## config.mk

```make
export PLATFORM = sky130hd
export DESIGN_NAME = decode_cycle
export DESIGN_NICKNAME = d
export VERILOG_FILES = /design/src/rtl/decode_cycle.sv
export SDC_FILE = /design/constraint.sdc
export NUM_CORES = 2
export LEC_CHECK = 0
export CAP_MARGIN = 5
export CORE_UTILIZATION = 65
export DETAILED_ROUTE_END_ITERATION = 8
export GPL_ROUTABILITY_DRIVEN = 0
export PLACE_DENSITY = 0.86
export RECOVER_POWER = 25
export SLEW_MARGIN = 20
export SYNTH_ARGS = -nofsm -noshare
export SYNTH_HDL_FRONTEND = slang
export SYNTH_SLANG_ARGS = --single-unit
```

## constraint.sdc

```tcl
create_clock -name clk -period 6.57 [get_ports clk]
set_input_delay 1.314 -clock clk [delete_from_list [all_inputs] [get_ports clk]]
set_output_delay 1.314 -clock clk [all_outputs]
set_load 0.01 [all_outputs]
```

## src/rtl/decode_cycle.sv

```systemverilog
// decode_cycle: RV32I decode stage with register file, control decoders, immediate extender and ID/EX register
module decode_cycle #(
  parameter int XLEN  = 32,
  parameter int NREGS = 32
) (
  input  logic            clk,
  input  logic            rst,
  input  logic [31:0]     InstrD,
  input  logic [XLEN-1:0] PCD,
  input  logic [XLEN-1:0] PCPlus4D,
  input  logic            RegWriteW,
  input  logic [4:0]      RdW,
  input  logic [XLEN-1:0] ResultW,
  input  logic            FlushE,
  output logic            RegWriteE,
  output logic [1:0]      ResultSrcE,
  output logic            MemWriteE,
  output logic            JumpE,
  output logic            BranchE,
  output logic [2:0]      ALUControlE,
  output logic            ALUSrcE,
  output logic [XLEN-1:0] RD1E,
  output logic [XLEN-1:0] RD2E,
  output logic [XLEN-1:0] ImmExtE,
  output logic [4:0]      Rs1E,
  output logic [4:0]      Rs2E,
  output logic [4:0]      RdE,
  output logic [XLEN-1:0] PCE,
  output logic [XLEN-1:0] PCPlus4E
);
  typedef struct packed {
    logic            reg_write;
    logic [1:0]      result_src;
    logic            mem_write;
    logic            jump;
    logic            branch;
    logic [2:0]      alu_ctrl;
    logic            alu_src;
    logic [XLEN-1:0] rd1;
    logic [XLEN-1:0] rd2;
    logic [XLEN-1:0] imm;
    logic [4:0]      rs1;
    logic [4:0]      rs2;
    logic [4:0]      rd;
    logic [XLEN-1:0] pc;
    logic [XLEN-1:0] pc4;
  } idex_t;

  logic [XLEN-1:0] rf_q [NREGS];
  idex_t           idex_q, idex_d;
  logic [6:0]      opcode;
  logic [2:0]      funct3;
  logic [4:0]      rs1, rs2;
  logic            reg_write, alu_src, mem_write, branch, jump;
  logic [1:0]      imm_src, result_src, alu_op;
  logic [2:0]      alu_ctrl;
  logic [XLEN-1:0] imm_ext;
  logic            byp1, byp2;

  assign opcode = InstrD[6:0];
  assign funct3 = InstrD[14:12];
  assign rs1    = InstrD[19:15];
  assign rs2    = InstrD[24:20];

  always_comb begin
    {reg_write, imm_src, alu_src, mem_write, result_src, branch, alu_op, jump} = 11'b0;
    case (opcode)
      7'b0000011: {reg_write, imm_src, alu_src, mem_write, result_src, branch, alu_op, jump} = 11'b1_00_1_0_01_0_00_0;
      7'b0100011: {reg_write, imm_src, alu_src, mem_write, result_src, branch, alu_op, jump} = 11'b0_01_1_1_00_0_00_0;
      7'b0110011: {reg_write, imm_src, alu_src, mem_write, result_src, branch, alu_op, jump} = 11'b1_00_0_0_00_0_10_0;
      7'b1100011: {reg_write, imm_src, alu_src, mem_write, result_src, branch, alu_op, jump} = 11'b0_10_0_0_00_1_01_0;
      7'b0010011: {reg_write, imm_src, alu_src, mem_write, result_src, branch, alu_op, jump} = 11'b1_00_1_0_00_0_10_0;
      7'b1101111: {reg_write, imm_src, alu_src, mem_write, result_src, branch, alu_op, jump} = 11'b1_11_0_0_10_0_00_1;
      default:    {reg_write, imm_src, alu_src, mem_write, result_src, branch, alu_op, jump} = 11'b0;
    endcase
  end

  always_comb begin
    alu_ctrl = 3'b000;
    if (alu_op == 2'b01) alu_ctrl = 3'b001;
    else if (alu_op == 2'b10)
      case (funct3)
        3'b000:  alu_ctrl = (opcode[5] && InstrD[30]) ? 3'b001 : 3'b000;
        3'b010:  alu_ctrl = 3'b101;
        3'b110:  alu_ctrl = 3'b011;
        3'b111:  alu_ctrl = 3'b010;
        default: alu_ctrl = 3'b000;
      endcase
  end

  always_comb begin
    case (imm_src)
      2'b00:   imm_ext = {{(XLEN-12){InstrD[31]}}, InstrD[31:20]};
      2'b01:   imm_ext = {{(XLEN-12){InstrD[31]}}, InstrD[31:25], InstrD[11:7]};
      2'b10:   imm_ext = {{(XLEN-12){InstrD[31]}}, InstrD[7], InstrD[30:25], InstrD[11:8], 1'b0};
      default: imm_ext = {{(XLEN-20){InstrD[31]}}, InstrD[19:12], InstrD[20], InstrD[30:21], 1'b0};
    endcase
  end

  // A register being written this cycle is forwarded so decode never reads stale data
  assign byp1 = RegWriteW && (RdW != 5'd0) && (RdW == rs1);
  assign byp2 = RegWriteW && (RdW != 5'd0) && (RdW == rs2);

  always_comb begin
    idex_d            = '0;
    idex_d.reg_write  = reg_write;
    idex_d.result_src = result_src;
    idex_d.mem_write  = mem_write;
    idex_d.jump       = jump;
    idex_d.branch     = branch;
    idex_d.alu_ctrl   = alu_ctrl;
    idex_d.alu_src    = alu_src;
    idex_d.rd1        = (rs1 == 5'd0) ? '0 : byp1 ? ResultW : rf_q[rs1];
    idex_d.rd2        = (rs2 == 5'd0) ? '0 : byp2 ? ResultW : rf_q[rs2];
    idex_d.imm        = imm_ext;
    idex_d.rs1        = rs1;
    idex_d.rs2        = rs2;
    idex_d.rd         = InstrD[11:7];
    idex_d.pc         = PCD;
    idex_d.pc4        = PCPlus4D;
  end

  always_ff @(posedge clk) begin
    if (rst) for (int i = 0; i < NREGS; i++) rf_q[i] <= '0;
    else if (RegWriteW && RdW != 5'd0) rf_q[RdW] <= ResultW;
  end

  always_ff @(posedge clk) begin
    if (rst || FlushE) idex_q <= '0;
    else idex_q <= idex_d;
  end

  assign RegWriteE   = idex_q.reg_write;
  assign ResultSrcE  = idex_q.result_src;
  assign MemWriteE   = idex_q.mem_write;
  assign JumpE       = idex_q.jump;
  assign BranchE     = idex_q.branch;
  assign ALUControlE = idex_q.alu_ctrl;
  assign ALUSrcE     = idex_q.alu_src;
  assign RD1E        = idex_q.rd1;
  assign RD2E        = idex_q.rd2;
  assign ImmExtE     = idex_q.imm;
  assign Rs1E        = idex_q.rs1;
  assign Rs2E        = idex_q.rs2;
  assign RdE         = idex_q.rd;
  assign PCE         = idex_q.pc;
  assign PCPlus4E    = idex_q.pc4;
endmodule
```

# --- After elaboration in Yosys (flattened, before gate mapping) ---
# Memory sizes are Yosys's and may differ from the RTL's. A register that Yosys moved wholly into a read port is not among the register bits.
# Index checks and enable logic that the tools add are counted.
totals:
  register_bits: 110
  mem_bits_rw: 1024
  input_bits: 137
  output_inout_bits: 185
  word_cells: 65
  mem_count: 1
mem_list:
  columns: ["memory", "depth", "word_bits", "read_ports", "rd_clocked_by_memory_dff", "write_ports", "line", "source"]
  rows:
  - ["rf_q", 32, 32, 2, 2, 32, "49", "logic [XLEN-1:0] rf_q [NREGS];"]
classes:
  eq_ne: 13
  n_mux: 21
  n_bitwise: 1
  reduce_logical: 15
ops:
  columns: ["cell", "n"]
  rows:
  - ["$pmux 20 s3", 1]
  - ["$mux 32", 1]
  - ["$reduce_or 32->1", 1]
  - ["$eq 7x6->1 const B", 2]
  - ["$eq 7x7->1 const B", 2]
  - ["$mux 1", 14]
  - ["$pmux 3 s4", 1]
  - ["$logic_not 5->1", 2]
  - ["$pmux 2 s2", 2]
  - ["$eq 7x2->1 const B", 1]
  - ["$eq 7x5->1 const B", 1]
  - ["$eq 3x3->1 const B", 2]
  - ["$pmux 2 s3", 1]
  - ["$reduce_or 2->1", 3]
  - ["$reduce_or 3->1", 2]
  - ["$mux 5", 1]
  - ["$reduce_bool 5->1", 1]
  - ["$eq 2x1->1 const B", 2]
  - ["$eq 2x2->1 const B", 2]
  - ["$reduce_or 4->1", 1]
  - ["$eq 3x2->1 const B", 1]
  - ["$logic_not 3->1", 1]
  - ["$logic_and 1x1->1", 2]
  - ["$logic_not 2->1", 1]
  - ["other kinds (2)", 2]

# --- Logic depth before layout (Yosys ltp) ---
depth:
  depth_word: 7
  depth_mapped: 9
  ltp_nobuf: 5

# --- Worst setup path before layout ---
# OpenSTA, ideal clock, no wires.
synth_path:
  kind: "input to register"
  from: "in RdW[2]"
  to: "mem rf_q[12][0], enable pin"
  setup_time_ns: 0.330
  arrival_time_ns: 2.863
  required_time_ns: 6.240
  path_slack_ns: 3.377
  cell_stages: 7
  n_path_buf: 3
  path_cell_list: "buf_6 > or3_1 > buf_2 > nand4bb_1 > clkbuf_1 > nor2_1 > or2_2"
synth_rtl:
  columns: ["element", "line", "source"]
  rows:
  - ["start, declared", "12", "input logic [4:0] RdW,"]
  - ["end, declared", "49", null]

==> flow_summary.toml <==
[sta]
max_slew_margin_pct = -72.7
setup_viol = 0
worstMarginPinSlew_ps = 2590
fin_crit_ps = 5600
finalCritPeriodShare_pct = 85.3
clock-skew-final_ps = 55.7
max_freq_mhz = 178
hold_ws_ps = 810
drv_slew = 445
hold_viol = 0
grt_setup_unrepaired = "false"
tns_ps = 0

[power_and_ir_drop]
power_leakage_nw = 24.7
ir_drop_mv = 0.224
p_per_area_nw_per_um2 = 267
total_power_mw = 18.3

[floorplanning]
coreArea_sq_um = 91700
dieHeight_um = 306
ios = 322
std_cell_rows = 111
start_util_pct = 65.6
dieArea_sq_um = 93700
die_w_um = 306

[critical_path]
max_stage_delay_ps = 1600
reg2reg_depth = 5
cp_data_arrival_time_ps = 5950
r2r_setup_slack_ps = 4080
critPathCaptureType = "flop"
critical_path.startpoint = "RegWriteW"
path_cells = "dlygate4sd3_1 > nor2b_1 > nand3b_1 > clkbuf_1 > nor2_4 > clkbuf_1 > or2_2"
r2r-end = "RD1E[23]"
r2r-start = "rf_q[7][23]"
crit_end = "rf_q[5][2]"
path_common_cell = "clkbuf_1"
crit_path_start_kind = "primary input"
path_max_fanout = 33
slowest_stage = "clkbuf_1"
critical_path_class = "in2reg"
worst_ep_required_time_ps = 6920

[clocking]
cts.sink_count = 1197
cts_setup_buffers = 0
cts_root_buf = "clkbuf_16"
hold_buffers = 0
cts_tree = "done"
cts_resized = 0
cts_made_buffers = 119
clk_latency_ps = 780
path_clk_slew_ps = 70
cts.path.max_buffers = 3
htreeDepth = 3

[routing]
drt_wl_total_mm = 210
drt_pre_antenna_iters = 9
viasPerCell = 7.53
final_antenna_net_count = 0
drt_iter0_drc = 8733
vias = 43600
wl_per_cell_um = 36.2
drc = 4

[global_routing]
grt_pass1_wl_mm = 295
grt_max_degree = 88
gr-total-overflow = 0
grt_pass1_vias = 41800
grt_util_all_layers_pct = 44.4
grt_antenna_before_repair = 18

[synthesis]
synth_compound_area_share_pct = 6.42
netlist_area_sq_um = 60100
synth_xor_area_share_pct = 0.146
yosys.area_share.simple_pct = 14.0
synth_mux_area_share_pct = 19.1
ys.flop_type = "edfxtp_1"
ys_warn_count = 0
synth_edf_count = 1024
yosysUniqueCellTypes = 60
syn_area_per_cell_sq_um = 13.8
seq_area_frac_synth_pct = 56.9
synthAdderAreaFrac_pct = 0
synthCells = 4349
async_reset_ff_share_pct = 0
ys_ff_latch = 1197
synth_top_family_by_area = "multiplexers"

[flow_run]
cap_violations = 13

[hold_path]
hold_class = "reg2reg"
holdPathStages = 3

[cells_and_area]
layout.nets = 4631
syn2layout_area_growth_pct = 13.9
drive_above_1_share_pct = 19.4
fillCellCount = 5425

[place]
port_buffers = 321
dp_hpwl_mm = 127

[run_status]
status = "finished with violations"
violations = "DRC, capacitance limit, slew limit"
-- cell type report --
class	instances	area (sq um)	area share, %
sequential	1197	34200	50.0
multi-input combinational	2720	24300	35.5
timing repair buffer	450	4270	6.25
clock buffer	173	3550	5.19
tap	1186	1480	2.17
clock inverter	53	559	0.817
inverter	6	23.8	0.0347
antenna	6	15.0	0.0219
-- power by group --
group / total [mW] / switching, mW / internal [mW]
clock network: 7.19 / 3.05 / 4.14
logic: 2.18 / 1.34 / 0.836
registers: 8.90 / 0.238 / 8.66
-- synthesized netlist by cell type (all sizes together) (2+ instances only) --
| master | count | share of area, % |
|---|---|---|
| or3 | 4 | 0.042 |
| nor2 | 69 | 0.43 |
| a221o | 57 | 1.0 |
| nor3 | 41 | 0.34 |
| dfxtp | 173 | 5.8 |
| nand4 | 17 | 0.19 |
| o31ai | 8 | 0.10 |
| xnor2 | 5 | 0.073 |
| a21oi | 32 | 0.27 |
| nand2 | 130 | 0.81 |
| o21ai | 94 | 0.78 |
| o211ai | 34 | 0.42 |
| a21o | 9 | 0.11 |
| or3b | 3 | 0.044 |
| o221ai | 18 | 0.26 |
| nand3 | 16 | 0.13 |
| o22ai | 44 | 0.46 |
| clkbuf | 309 | 1.9 |
| buf | 148 | 1.4 |
| nand3b | 7 | 0.087 |
| nor3b | 9 | 0.12 |
| inv | 5 | 0.031 |
| xor2 | 5 | 0.073 |
| mux4 | 310 | 12 |
| a22oi | 46 | 0.57 |
| mux2i | 289 | 4.8 |
| a211oi | 23 | 0.30 |
| nor2b | 5 | 0.052 |
| edfxtp | 1024 | 51 |
| and3b | 2 | 0.029 |
| or2 | 34 | 0.35 |
| o21a | 7 | 0.087 |
| nand2b | 7 | 0.073 |
| o32a | 2 | 0.033 |
| a221oi | 128 | 1.9 |
| mux2 | 142 | 2.7 |
| o21bai | 3 | 0.037 |
| and2 | 1076 | 11 |
-- per-stage QoR --
step | setup slack (ps) | util, % | instance area (sq um) | instances
after floorplan | 3380 | - | 60200 | 4380
after global placement | 1570 | 70.2 | 64300 | 5557
after detailed placement | 1510 | 70.2 | 64300 | 5557
after CTS | 2200 | 74.7 | 68400 | 5783
after global routing | 1010 | 74.6 | 68400 | 5785
final | 965 | 74.6 | 68400 | 5791
-- worst min path at each step --
stage | to | start | slack [ps]
2_1_floorplan | RD1E[12] | rf_q[29][12] | 700
3_3_place_gp | RD1E[5] | rf_q[31][5] | 770
3_5_place_dp | RD1E[12] | rf_q[31][12] | 790
4_1_cts | RD1E[22] | rf_q[16][22] | 810
5_1_grt | RD1E[5] | rf_q[29][5] | 850
6_report | RD1E[22] | rf_q[16][22] | 810
-- sequential cells by signal, summed over array words and instances, names as in the netlist --
name / count
ALUControlE: 3
ALUSrcE: 1
BranchE: 1
ImmExtE: 21
MemWriteE: 1
PCE: 32
PCPlus4E: 32
RD1E: 32
RD2E: 32
RdE: 5
RegWriteE: 1
ResultSrcE: 2
Rs1E: 5
Rs2E: 5
rf_q: 1024
-- routing by layer --
metal	up-vias	GRT usage, %	wire (um)
met4	14	30.3	19000
li1	16700	-	-
met3	1174	17.1	36500
met2	4853	64.6	89000
met5	-	0	92
met1	20900	55.3	65000
-- worst max-delay path: cells and delay by family --
kind,cells,cell delay (ps)
buf+inv,3,2610
simple gates,4,1990
-- cell families after synthesis --
family | after synthesis
xor+xnor | 10
flops | 1197
buf+inv | 463
mux | 741
compound gates | 511
other cells | 1
simple gates | 1426
-- layout by cell type (no fill, tap or decap), types with 25 or more instances in the layout --
| cell | instances |
|---|---|
| mux2i_1 | 289 |
| o211ai_1 | 34 |
| a22oi_1 | 46 |
| a221o_1 | 28 |
| clkbuf_16 | 125 |
| a221oi_1 | 128 |
| a221o_2 | 29 |
| clkbuf_1 | 33 |
| clkinv_2 | 31 |
| clkdlybuf4s50_1 | 135 |
| conb_1 | 32 |
| o22ai_1 | 44 |
| nor2_4 | 32 |
| dlygate4sd3_1 | 169 |
| edfxtp_1 | 1024 |
| buf_4 | 105 |
| clkbuf_8 | 25 |
| dfxtp_1 | 173 |
| mux4_2 | 310 |
| and2_0 | 182 |
| mux2_2 | 139 |
| a21oi_1 | 31 |
| o21ai_0 | 93 |
| nand2_1 | 130 |
| nor2_1 | 37 |
| nor3_1 | 40 |
| and2_1 | 893 |
Power figures use the tool's default switching activity.
